--- src/rtl/hazard_pkg.sv ---
// Shared types and constants for the pipeline hazard controller.
package hazard_pkg;

  typedef enum logic [1:0] {
    FWD_RF    = 2'b00,
    FWD_WB    = 2'b01,
    FWD_EXMEM = 2'b10
  } fwd_sel_t;

  typedef enum logic [1:0] {
    RUN      = 2'b00,
    LU_STALL = 2'b01,
    FREEZE   = 2'b10
  } hz_state_t;

  localparam int unsigned REG_X0 = 0;

endpackage

--- src/rtl/hazard_ctrl_fwd_select.sv ---
// Next-cycle EX operand forwarding select for one source operand.
module fwd_select
  import hazard_pkg::*;
#(
  parameter int REG_ADDR_W = 5
) (
  input  logic [REG_ADDR_W-1:0] i_rs,
  input  logic                  i_use_rs,
  input  logic [REG_ADDR_W-1:0] i_rd_ex,
  input  logic                  i_regwrite_ex,
  input  logic [REG_ADDR_W-1:0] i_rd_mem,
  input  logic                  i_regwrite_mem,
  output fwd_sel_t              o_sel
);

  logic w_hit_ex;
  logic w_hit_mem;

  assign w_hit_ex  = i_use_rs && i_regwrite_ex && (i_rd_ex != REG_ADDR_W'(REG_X0))
                     && (i_rd_ex == i_rs);
  assign w_hit_mem = i_use_rs && i_regwrite_mem && (i_rd_mem != REG_ADDR_W'(REG_X0))
                     && (i_rd_mem == i_rs);

  // Newest producer wins: EX/MEM result shadows the older WB result.
  always_comb begin
    o_sel = FWD_RF;
    if (w_hit_ex)       o_sel = FWD_EXMEM;
    else if (w_hit_mem) o_sel = FWD_WB;
  end

endmodule

--- src/rtl/hazard_ctrl.sv ---
// Pipeline hazard controller: forwarding selects, stall/flush control,
// event statistics and a memory-freeze watchdog.
module hazard_ctrl
  import hazard_pkg::*;
#(
  parameter int REG_ADDR_W = 5,
  parameter int CNT_W      = 32,
  parameter int TIMEOUT    = 255
) (
  input  logic                  i_clk,
  input  logic                  i_rst_n,
  input  logic [REG_ADDR_W-1:0] i_rs1_id,
  input  logic [REG_ADDR_W-1:0] i_rs2_id,
  input  logic                  i_use_rs1_id,
  input  logic                  i_use_rs2_id,
  input  logic [REG_ADDR_W-1:0] i_rd_ex,
  input  logic                  i_regwrite_ex,
  input  logic                  i_memread_ex,
  input  logic [REG_ADDR_W-1:0] i_rd_mem,
  input  logic                  i_regwrite_mem,
  input  logic                  i_branch_taken_ex,
  input  logic                  i_mem_busy,
  output logic [1:0]            o_fwd_a_sel,
  output logic [1:0]            o_fwd_b_sel,
  output logic                  o_pc_write,
  output logic                  o_ifid_write,
  output logic                  o_idex_write,
  output logic                  o_flush_ifid,
  output logic                  o_flush_idex,
  output logic [CNT_W-1:0]      o_stall_cnt,
  output logic [CNT_W-1:0]      o_flush_cnt,
  output logic                  o_timeout_err
);

  localparam int WD_W = $clog2(TIMEOUT + 1);

  hz_state_t        r_state, w_state_nxt;
  fwd_sel_t         r_fwd_a, r_fwd_b;
  fwd_sel_t         w_fwd_a_nxt, w_fwd_b_nxt;
  logic [CNT_W-1:0] r_stall_cnt, r_flush_cnt;
  logic [WD_W-1:0]  r_wd_ctr;
  logic             r_timeout_err;
  logic             w_hit_rs1, w_hit_rs2, w_load_use;
  logic             w_freeze, w_branch, w_lu_stall;

  fwd_select #(.REG_ADDR_W(REG_ADDR_W)) u_fwd_a (
    .i_rs          (i_rs1_id),
    .i_use_rs      (i_use_rs1_id),
    .i_rd_ex       (i_rd_ex),
    .i_regwrite_ex (i_regwrite_ex),
    .i_rd_mem      (i_rd_mem),
    .i_regwrite_mem(i_regwrite_mem),
    .o_sel         (w_fwd_a_nxt)
  );

  fwd_select #(.REG_ADDR_W(REG_ADDR_W)) u_fwd_b (
    .i_rs          (i_rs2_id),
    .i_use_rs      (i_use_rs2_id),
    .i_rd_ex       (i_rd_ex),
    .i_regwrite_ex (i_regwrite_ex),
    .i_rd_mem      (i_rd_mem),
    .i_regwrite_mem(i_regwrite_mem),
    .o_sel         (w_fwd_b_nxt)
  );

  assign w_hit_rs1  = i_use_rs1_id && (i_rd_ex == i_rs1_id);
  assign w_hit_rs2  = i_use_rs2_id && (i_rd_ex == i_rs2_id);
  assign w_load_use = i_memread_ex && i_regwrite_ex && (i_rd_ex != REG_ADDR_W'(REG_X0))
                      && (w_hit_rs1 || w_hit_rs2);
  assign w_freeze   = i_mem_busy;
  assign w_branch   = i_branch_taken_ex && !w_freeze;
  assign w_lu_stall = w_load_use && !w_freeze && !i_branch_taken_ex;

  always_ff @(posedge i_clk or negedge i_rst_n) begin
    if (!i_rst_n) r_state <= RUN;
    else          r_state <= w_state_nxt;
  end

  // Enables/flushes are driven from live inputs so a hazard acts the same cycle;
  // the state only tracks which regime the pipeline is in.
  always_comb begin
    w_state_nxt  = r_state;
    o_pc_write   = 1'b1;
    o_ifid_write = 1'b1;
    o_idex_write = 1'b1;
    o_flush_ifid = 1'b0;
    o_flush_idex = 1'b0;
    if (w_freeze) begin
      o_pc_write   = 1'b0;
      o_ifid_write = 1'b0;
      o_idex_write = 1'b0;
    end else if (w_branch) begin
      o_flush_ifid = 1'b1;
      o_flush_idex = 1'b1;
    end else if (w_lu_stall) begin
      o_pc_write   = 1'b0;
      o_ifid_write = 1'b0;
      o_flush_idex = 1'b1;
    end
    case (r_state)
      RUN:      if (w_freeze)        w_state_nxt = FREEZE;
                else if (w_lu_stall) w_state_nxt = LU_STALL;
      LU_STALL: w_state_nxt = w_freeze ? FREEZE : RUN;
      FREEZE:   if (!w_freeze)       w_state_nxt = w_lu_stall ? LU_STALL : RUN;
      default:  w_state_nxt = RUN;
    endcase
  end

  always_ff @(posedge i_clk or negedge i_rst_n) begin
    if (!i_rst_n) begin
      r_fwd_a <= FWD_RF;
      r_fwd_b <= FWD_RF;
    end else if (!w_freeze) begin
      r_fwd_a <= o_flush_idex ? FWD_RF : w_fwd_a_nxt;
      r_fwd_b <= o_flush_idex ? FWD_RF : w_fwd_b_nxt;
    end
  end

  always_ff @(posedge i_clk or negedge i_rst_n) begin
    if (!i_rst_n) begin
      r_stall_cnt <= '0;
      r_flush_cnt <= '0;
    end else begin
      if (w_lu_stall && (r_stall_cnt != '1)) r_stall_cnt <= r_stall_cnt + CNT_W'(1);
      if (w_branch && (r_flush_cnt != '1))   r_flush_cnt <= r_flush_cnt + CNT_W'(1);
    end
  end

  // Watchdog counts down from TIMEOUT while busy; terminal count 1 -> 0 marks expiry.
  always_ff @(posedge i_clk or negedge i_rst_n) begin
    if (!i_rst_n) begin
      r_wd_ctr      <= WD_W'(TIMEOUT);
      r_timeout_err <= 1'b0;
    end else if (!w_freeze) begin
      r_wd_ctr <= WD_W'(TIMEOUT);
    end else begin
      if (r_wd_ctr != '0)         r_wd_ctr <= r_wd_ctr - WD_W'(1);
      if (r_wd_ctr == WD_W'(1))   r_timeout_err <= 1'b1;
    end
  end

  assign o_fwd_a_sel   = r_fwd_a;
  assign o_fwd_b_sel   = r_fwd_b;
  assign o_stall_cnt   = r_stall_cnt;
  assign o_flush_cnt   = r_flush_cnt;
  assign o_timeout_err = r_timeout_err;

endmodule

--- config.mk ---
export PLATFORM = sky130hd
export DESIGN_NAME = hazard_ctrl
export DESIGN_NICKNAME = d
export VERILOG_FILES = /design/src/rtl/hazard_pkg.sv /design/src/rtl/hazard_ctrl_fwd_select.sv /design/src/rtl/hazard_ctrl.sv
export SDC_FILE = /design/constraint.sdc
export NUM_CORES = 1
export LEC_CHECK = 0
export CORE_MARGIN = 1.5
export CORE_UTILIZATION = 50
export DETAILED_ROUTE_END_ITERATION = 6
export GPL_ROUTABILITY_DRIVEN = 0
export PLACE_DENSITY_LB_ADDON = 0.1
export SLEW_MARGIN = 0
export SYNTH_ARGS = -nofsm -noshare
export SYNTH_HDL_FRONTEND = slang
export SYNTH_HIERARCHICAL = 1
export SYNTH_SLANG_ARGS = --single-unit
--- constraint.sdc ---
create_clock -name i_clk -period 2.6 [get_ports i_clk]
set_clock_uncertainty 0.05 [all_clocks]
set_input_delay 0.52 -clock i_clk [delete_from_list [all_inputs] [get_ports i_clk]]
set_output_delay 0.52 -clock i_clk [all_outputs]
set_load 0.01 [all_outputs]
==> flow_summary_export.csv, run 1 <==
group,metric,value,unit
timing,setup-violations-final,0,
global_route,grt_first_pass_wirelength,15.6,mm
detailed_routing,met3_length,351,µm
timing,hold_violations,0,
power_and_ir_drop,p_leak,2.57,nW
placement,hpwl,7.18,mm
worst_setup_path,required,2.03,ns
layout,seqCellArea,1940,µm²
detailed_routing,drc_errors,0,
detailed_routing,wl_met2,4.56,mm
clock_network,cts_root_buf,"clkbuf_8",
clock_network,cts_tree,"done",
layout,fillers,667,
power_and_ir_drop,power.density,459,nW/µm²
min_path,worst_hold_path_type,"input pin to asynchronous set/reset pin",
floorplan,core,8260,µm²
run,maxCapViolations,0,
worst_setup_path,cp-start-kind,"input pin",
timing,slew_headroom,0.621,
synthesis,synth_warnings,6,
worst_setup_path,r2r-start,"o_stall_cnt[0]",
timing,rsz0062_at_grt,"false",
detailed_routing,first_pass_iters,4,
placement,dp_slack,-0.571,ns
layout,layout-drive-gt1-share,0.187,
layout,final_cell_mix,"clkdlybuf4s50_1 (94), dfrtp_1 (69), xor2_1 (49)",
clock_network,h-tree-depth,3,
timing,final.setup.worst_slack,0.0701,ns
layout,final_cell_area,5820,µm²
layout,final_common_cell,"clkdlybuf4s50_1",
detailed_routing,highest_layer,"met4",
synthesis,yosys_register_bits,77,
worst_setup_path,critPathArrivalTime,1.96,ns
synthesis,synthesis.nets,448,
synthesis,synthFlopType,"dfrtp_1",
floorplan,initial_utilization,0.517,
detailed_routing,drt_iter0_drc,124,
detailed_routing,routed_wl,9.48,mm
synthesis,yosysTopAreaCell,"dfrtp_1",
floorplan,rows,33,
layout,multiInputGateArea,2220,µm²
timing,period_share,0.973,
synthesis,syn_area_per_cell,10.3,µm²
global_route,grt_max_degree,45,
worst_setup_path,r2r-end,"o_stall_cnt[12]",
global_route,antenna_found_initial,0,
placement,port_buffers,102,
floorplan,ios,103,
synthesis,synth-seq-area-share,0.454,
timing,whs,0.119,ns
detailed_routing,wl_per_cell,14.4,µm
status,outcome,"finished clean",
detailed_routing,vias,3499,
layout,final_util,0.705,
floorplan,dieArea,9100,µm²
worst_setup_path,critPathMaxFanout,4,
floorplan,die_y,95.4,µm
timing,finalCriticalPeriod,2.53,ns
synthesis,postSynth.asyncResetShare,1.00,
detailed_routing,wl_met1,4.51,mm
worst_setup_path,rr_worst_depth,8,
layout,final_nets,583,
timing,fmax,395,MHz
timing,finalSetupTns,0,ns
synthesis,yosys.area.top_type_share,0.405,
clock_network,post_cts_buffers,0,
floorplan,die_w,95.4,µm
clock_network,clock_sinks,77,
timing,worstMarginPinSlew,0.568,ns
clock_network,cts_buffers,9,
synthesis,synth_cell_types,48,
timing,report.final.slew_viol_count,0,
global_route,grt_overflow,0,
synthesis,syn_inst,415,
detailed_routing,viasPerCell,5.30,
worst_setup_path,crit_start,"i_mem_busy",
worst_setup_path,path_class,"input pin to output port",
clock_network,cts_buffer_depth,2,
global_route,grt.total_usage,0.218,
synthesis,netlist_area,4270,µm²
detailed_routing,ant_nets,0,
worst_setup_path,r2r_setup_slack,0.39,ns
clock_network,holdBufCountCts,0,
worst_setup_path,crit_path_end_kind,"output port",
clock_network,clk_pin_slew_worst_paths,0.08,ns
clock_network,clock_latency,0.34,ns
placement,place_area,5600,µm²
synthesis,synth_edf_count,0,
global_route,grt_pass1_vias,3379,
power_and_ir_drop,vdd_drop_max,435,µV
layout,diodes,0,
layout,area_growth,36.4,%
synthesis,synth_area_leaders,"dfrtp_1 (40%), xor2_1 (10%), xnor2_1 (8.6%)",
## state kept, by name, summed over array words and instances (netlist names)
| register | cells |
|---|---|
| o_flush_cnt | 32 |
| o_fwd_a_sel | 2 |
| o_fwd_b_sel | 2 |
| o_stall_cnt | 32 |
| o_timeout_err | 1 |
| r_wd_ctr | 8 |
## what timing repair did
| action | in CTS | in global routing |
|---|---|---|
| pin swaps | 4 | 3 |
| endpoints found under the setup margin | 3 | 2 |
| resized for setup | 21 | 1 |
## power breakdown
part | switching (W) | internal, W | leakage (nW)
Clock | 0.000440 | 0.000496 | 0.102
Combinational | 0.000184 | 0.000232 | 1.45
Sequential | 0.0000704 | 0.00125 | 1.02
Total | 0.000695 | 0.00198 | 2.57
## stage by stage
| stage | instances | total power, W |
|---|---|---|
| 2_1_floorplan | 415 | 0.00151 |
| 3_3_place_gp | 644 | 0.00175 |
| 3_5_place_dp | 644 | 0.00176 |
| 4_1_cts | 660 | 0.00270 |
| 5_1_grt | 660 | 0.00279 |
| 6_report | 660 | 0.00267 |
## layout make-up
cell class | instances | share of cell area
Sequential cell | 77 | 0.333
Multi-Input combinational cell | 311 | 0.382
Clock buffer | 11 | 0.0260
Inverter | 17 | 0.0110
Clock inverter | 5 | 0.0101
Timing Repair Buffer | 134 | 0.216
Tap cell | 105 | 0.0226
## worst max-delay path by stage
stage | endpoint | slack (ns)
after CTS | o_ifid_write | 0.02
final | o_flush_ifid | 0.07
after global placement | o_pc_write | -0.49
after global routing | o_flush_ifid | 0.02
after detailed placement | o_ifid_write | -0.57
after floorplan | o_pc_write | 0.22
## critical path: stages
cell             delay [ns]
clkdlybuf4s50_1        0.43
buf_4                  0.16
nand2b_4               0.16
inv_1                  0.13
clkdlybuf4s50_1        0.56
## Yosys cell counts, drive strengths merged, types with 3 or more instances
master	count
dfrtp	69
xor2	49
nand2	47
xnor2	42
nand3	32
nor2	28
nor3	26
nand4	18
inv	17
nor4	15
o21ai	9
dfstp	8
and3	6
and4	6
buf	6
a21oi	4
clkbuf	4
ha	4
o211ai	4
o2111ai	3
## kinds of logic after synthesis
| logic type | count (synthesis) | synth area share |
|---|---|---|
| AOI/OAI and AO/OA | 27 | 0.0516 |
| DFF | 77 | 0.454 |
| buffers and inverters | 27 | 0.0311 |
| and+or+nand+nor | 187 | 0.260 |
| xor gates and xnor gates | 91 | 0.187 |
| adders and majority gates | 4 | 0.0117 |
| muxes | 2 | 0.00528 |
## metal layers
metal,global-route usage,vias up
li1,-,1714
met1,0.294,1694
met2,0.366,85
met3,0.0375,6
met4,0.0551,0
met5,0,-
(Power assumes the default switching activity.)
==> run 2, diff against run 1 <==
--- a/config.mk
+++ b/config.mk
@@ -6,10 +6,11 @@
 export NUM_CORES = 1
 export LEC_CHECK = 0
 export CORE_MARGIN = 1.5
-export CORE_UTILIZATION = 50
+export CORE_UTILIZATION = 30
 export DETAILED_ROUTE_END_ITERATION = 6
 export GPL_ROUTABILITY_DRIVEN = 0
 export PLACE_DENSITY_LB_ADDON = 0.1
+export RECOVER_POWER = 25
 export SLEW_MARGIN = 0
 export SYNTH_ARGS = -nofsm -noshare
 export SYNTH_HDL_FRONTEND = slang
==> run 2 against run 1 <==
  * Combinational power is 2% higher
  * Clock power is 32% higher
  * Critical path depth did not move
  * Sequential cell count unchanged
  * Largest power group unchanged
  * Highest routed layer unchanged
==> flow_summary_export.csv, run 2 (synthesized netlist as in run 1, its figures left out) <==
group,metric,value,unit
status,outcome,"finished clean",
layout,final_nets,588,
detailed_routing,drc_errors,0,
global_route,top_usage_layer,"met2",
timing,fmax,394,MHz
detailed_routing,vias,3486,
worst_setup_path,critPathMaxFanout,18,
clock_network,clock_latency,0.34,ns
floorplan,ios,103,
placement,hpwl,7.95,mm
layout,seqCellArea,1940,µm²
floorplan,initial_utilization,0.307,
power_and_ir_drop,p_leak,2.63,nW
worst_setup_path,critPathArrivalTime,1.97,ns
detailed_routing,first_pass_iters,4,
global_route,grt_first_pass_wirelength,17.9,mm
floorplan,rows,43,
layout,final_cell_mix,"clkdlybuf4s50_1 (94), dfrtp_1 (69), xor2_1 (49)",
worst_setup_path,cp-start-kind,"input pin",
worst_setup_path,path_class,"input pin to output port",
power_and_ir_drop,p_total,0.00300,W
layout,layout-drive-gt1-share,0.188,
run,maxCapViolations,0,
timing,period_share,0.975,
power_and_ir_drop,vdd_drop_max,329,µV
timing,hold_violations,0,
placement,port_buffers,102,
timing,report.final.slew_viol_count,0,
min_path,worst_hold_path_type,"input pin to asynchronous set/reset pin",
timing,worstMarginPinSlew,1.01,ns
global_route,grt_overflow,0,
timing,rsz0062_at_grt,"false",
floorplan,die_w,122,µm
floorplan,core,13900,µm²
detailed_routing,wl_per_cell,14.4,µm
worst_setup_path,crit_path_end_kind,"output port",
layout,diodes,0,
clock_network,clk_pin_slew_worst_paths,0.05,ns
global_route,use_met3,0.0474,
worst_setup_path,required,2.03,ns
power_and_ir_drop,power.density,498,nW/µm²
clock_network,clock_sinks,77,
layout,multiInputGateArea,2220,µm²
timing,slew_headroom,0.328,
floorplan,dieArea,14900,µm²
clock_network,h-tree-depth,3,
layout,area_growth,41.0,%
timing,finalSetupTns,0,ns
layout,fillers,1400,
global_route,grt_max_degree,42,
global_route,grt.total_usage,0.153,
detailed_routing,viasPerCell,4.71,
clock_network,cts_root_buf,"clkbuf_16",
detailed_routing,drt_iter0_drc,169,
detailed_routing,routed_wl,10.7,mm
global_route,grt_pass1_vias,3668,
global_route,grt_use_met2,0.241,
global_route,antenna_found_initial,0,
global_route,met1_usage,0.196,
timing,setup-violations-final,0,
floorplan,die_y,122,µm
clock_network,cts_tree,"done",
clock_network,cts_buffers,9,
clock_network,cts_buffer_depth,2,
timing,finalCriticalPeriod,2.54,ns
timing,whs,0.282,ns
clock_network,holdBufCountCts,0,
detailed_routing,ant_nets,0,
layout,final_common_cell,"clkdlybuf4s50_1",
run 2: changes by cell type in the layout (fill, tap and decap cells not counted):
cell,change
clkinvlp_4,-2
clkbuf_16,+9
buf_12,-1
clkinv_4,-1
clkbuf_2,+2
nor2_2,+1
nor2_4,-1
clkbuf_1,+4
buf_4,+2
clkbuf_8,-10
buf_6,+2
run 2: metal layers:
metal | share of wire | wire length (µm) | up-vias
met5 | 0 | 0 | -
met4 | 0.023 | 241 | 0
met3 | 0.053 | 561 | 15
met2 | 0.47 | 4990 | 84
met1 | 0.46 | 4890 | 1667
li1 | - | - | 1720
run 2: metrics by stage:
step	cell area, µm²	worst slack (ns)	cells	utilization
floorplan	4270	0.216	415	-
global placement	5720	-0.550	722	0.412
detailed placement	5720	-0.577	722	0.412
CTS	6020	0.0148	740	0.434
global route	6020	0.0243	740	0.433
finish	6020	0.0642	740	0.433
run 2: area by class of cell:
| cell class | count | share of cell area |
|---|---|---|
| Multi-Input combinational cell | 311 | 0.369 |
| Sequential cell | 77 | 0.322 |
| Timing Repair Buffer | 139 | 0.213 |
| Clock buffer | 14 | 0.0422 |
| Tap cell | 180 | 0.0374 |
| Inverter | 17 | 0.0106 |
| Clock inverter | 2 | 0.00582 |
run 2: where the power goes:
part | switching (W) | internal [W] | total (W)
clock | 0.000474 | 0.000769 | 0.00124
combinational | 0.000193 | 0.000232 | 0.000425
sequential | 0.0000756 | 0.00125 | 0.00133
run 2: repair_timing:
action,CTS,global route
endpoints found under the setup margin,3,3
setup buffers,2,0
pin swaps,5,4
gates resized for setup,20,3
run 2: final timing paths:
kind | cells past startpoint | from | end | slack (ns)
max in group asynchronous | 2 | i_rst_n | o_flush_cnt[5] | 0.67
min in group i_clk | 1 | o_flush_cnt[8] | o_flush_cnt[8] | 0.44
setup / recovery | 5 | i_mem_busy | o_flush_ifid | 0.06
hold / removal | 1 | i_rst_n | o_stall_cnt[26] | 0.28
hold reg to reg | 1 | o_flush_cnt[8] | o_flush_cnt[8] | 0.44
setup reg to reg | 6 | o_flush_cnt[16] | o_flush_cnt[8] | 0.49
run 2: critical path, cell delays in order:
cell and delay, ns:
clkdlybuf4s50_1 0.45, buf_6 0.18, nand2b_4 0.18, inv_1 0.09, clkdlybuf4s50_1 0.54
==> run 3, diff against run 2 <==
--- a/config.mk
+++ b/config.mk
@@ -9,6 +9,7 @@
 export CORE_UTILIZATION = 30
 export DETAILED_ROUTE_END_ITERATION = 6
 export GPL_ROUTABILITY_DRIVEN = 0
+export HOLD_SLACK_MARGIN = 0.05
 export PLACE_DENSITY_LB_ADDON = 0.1
 export RECOVER_POWER = 25
 export SLEW_MARGIN = 0
==> results of run 3 <==
Same layout as run 2: the final DEF is identical, and so are final timing and power.
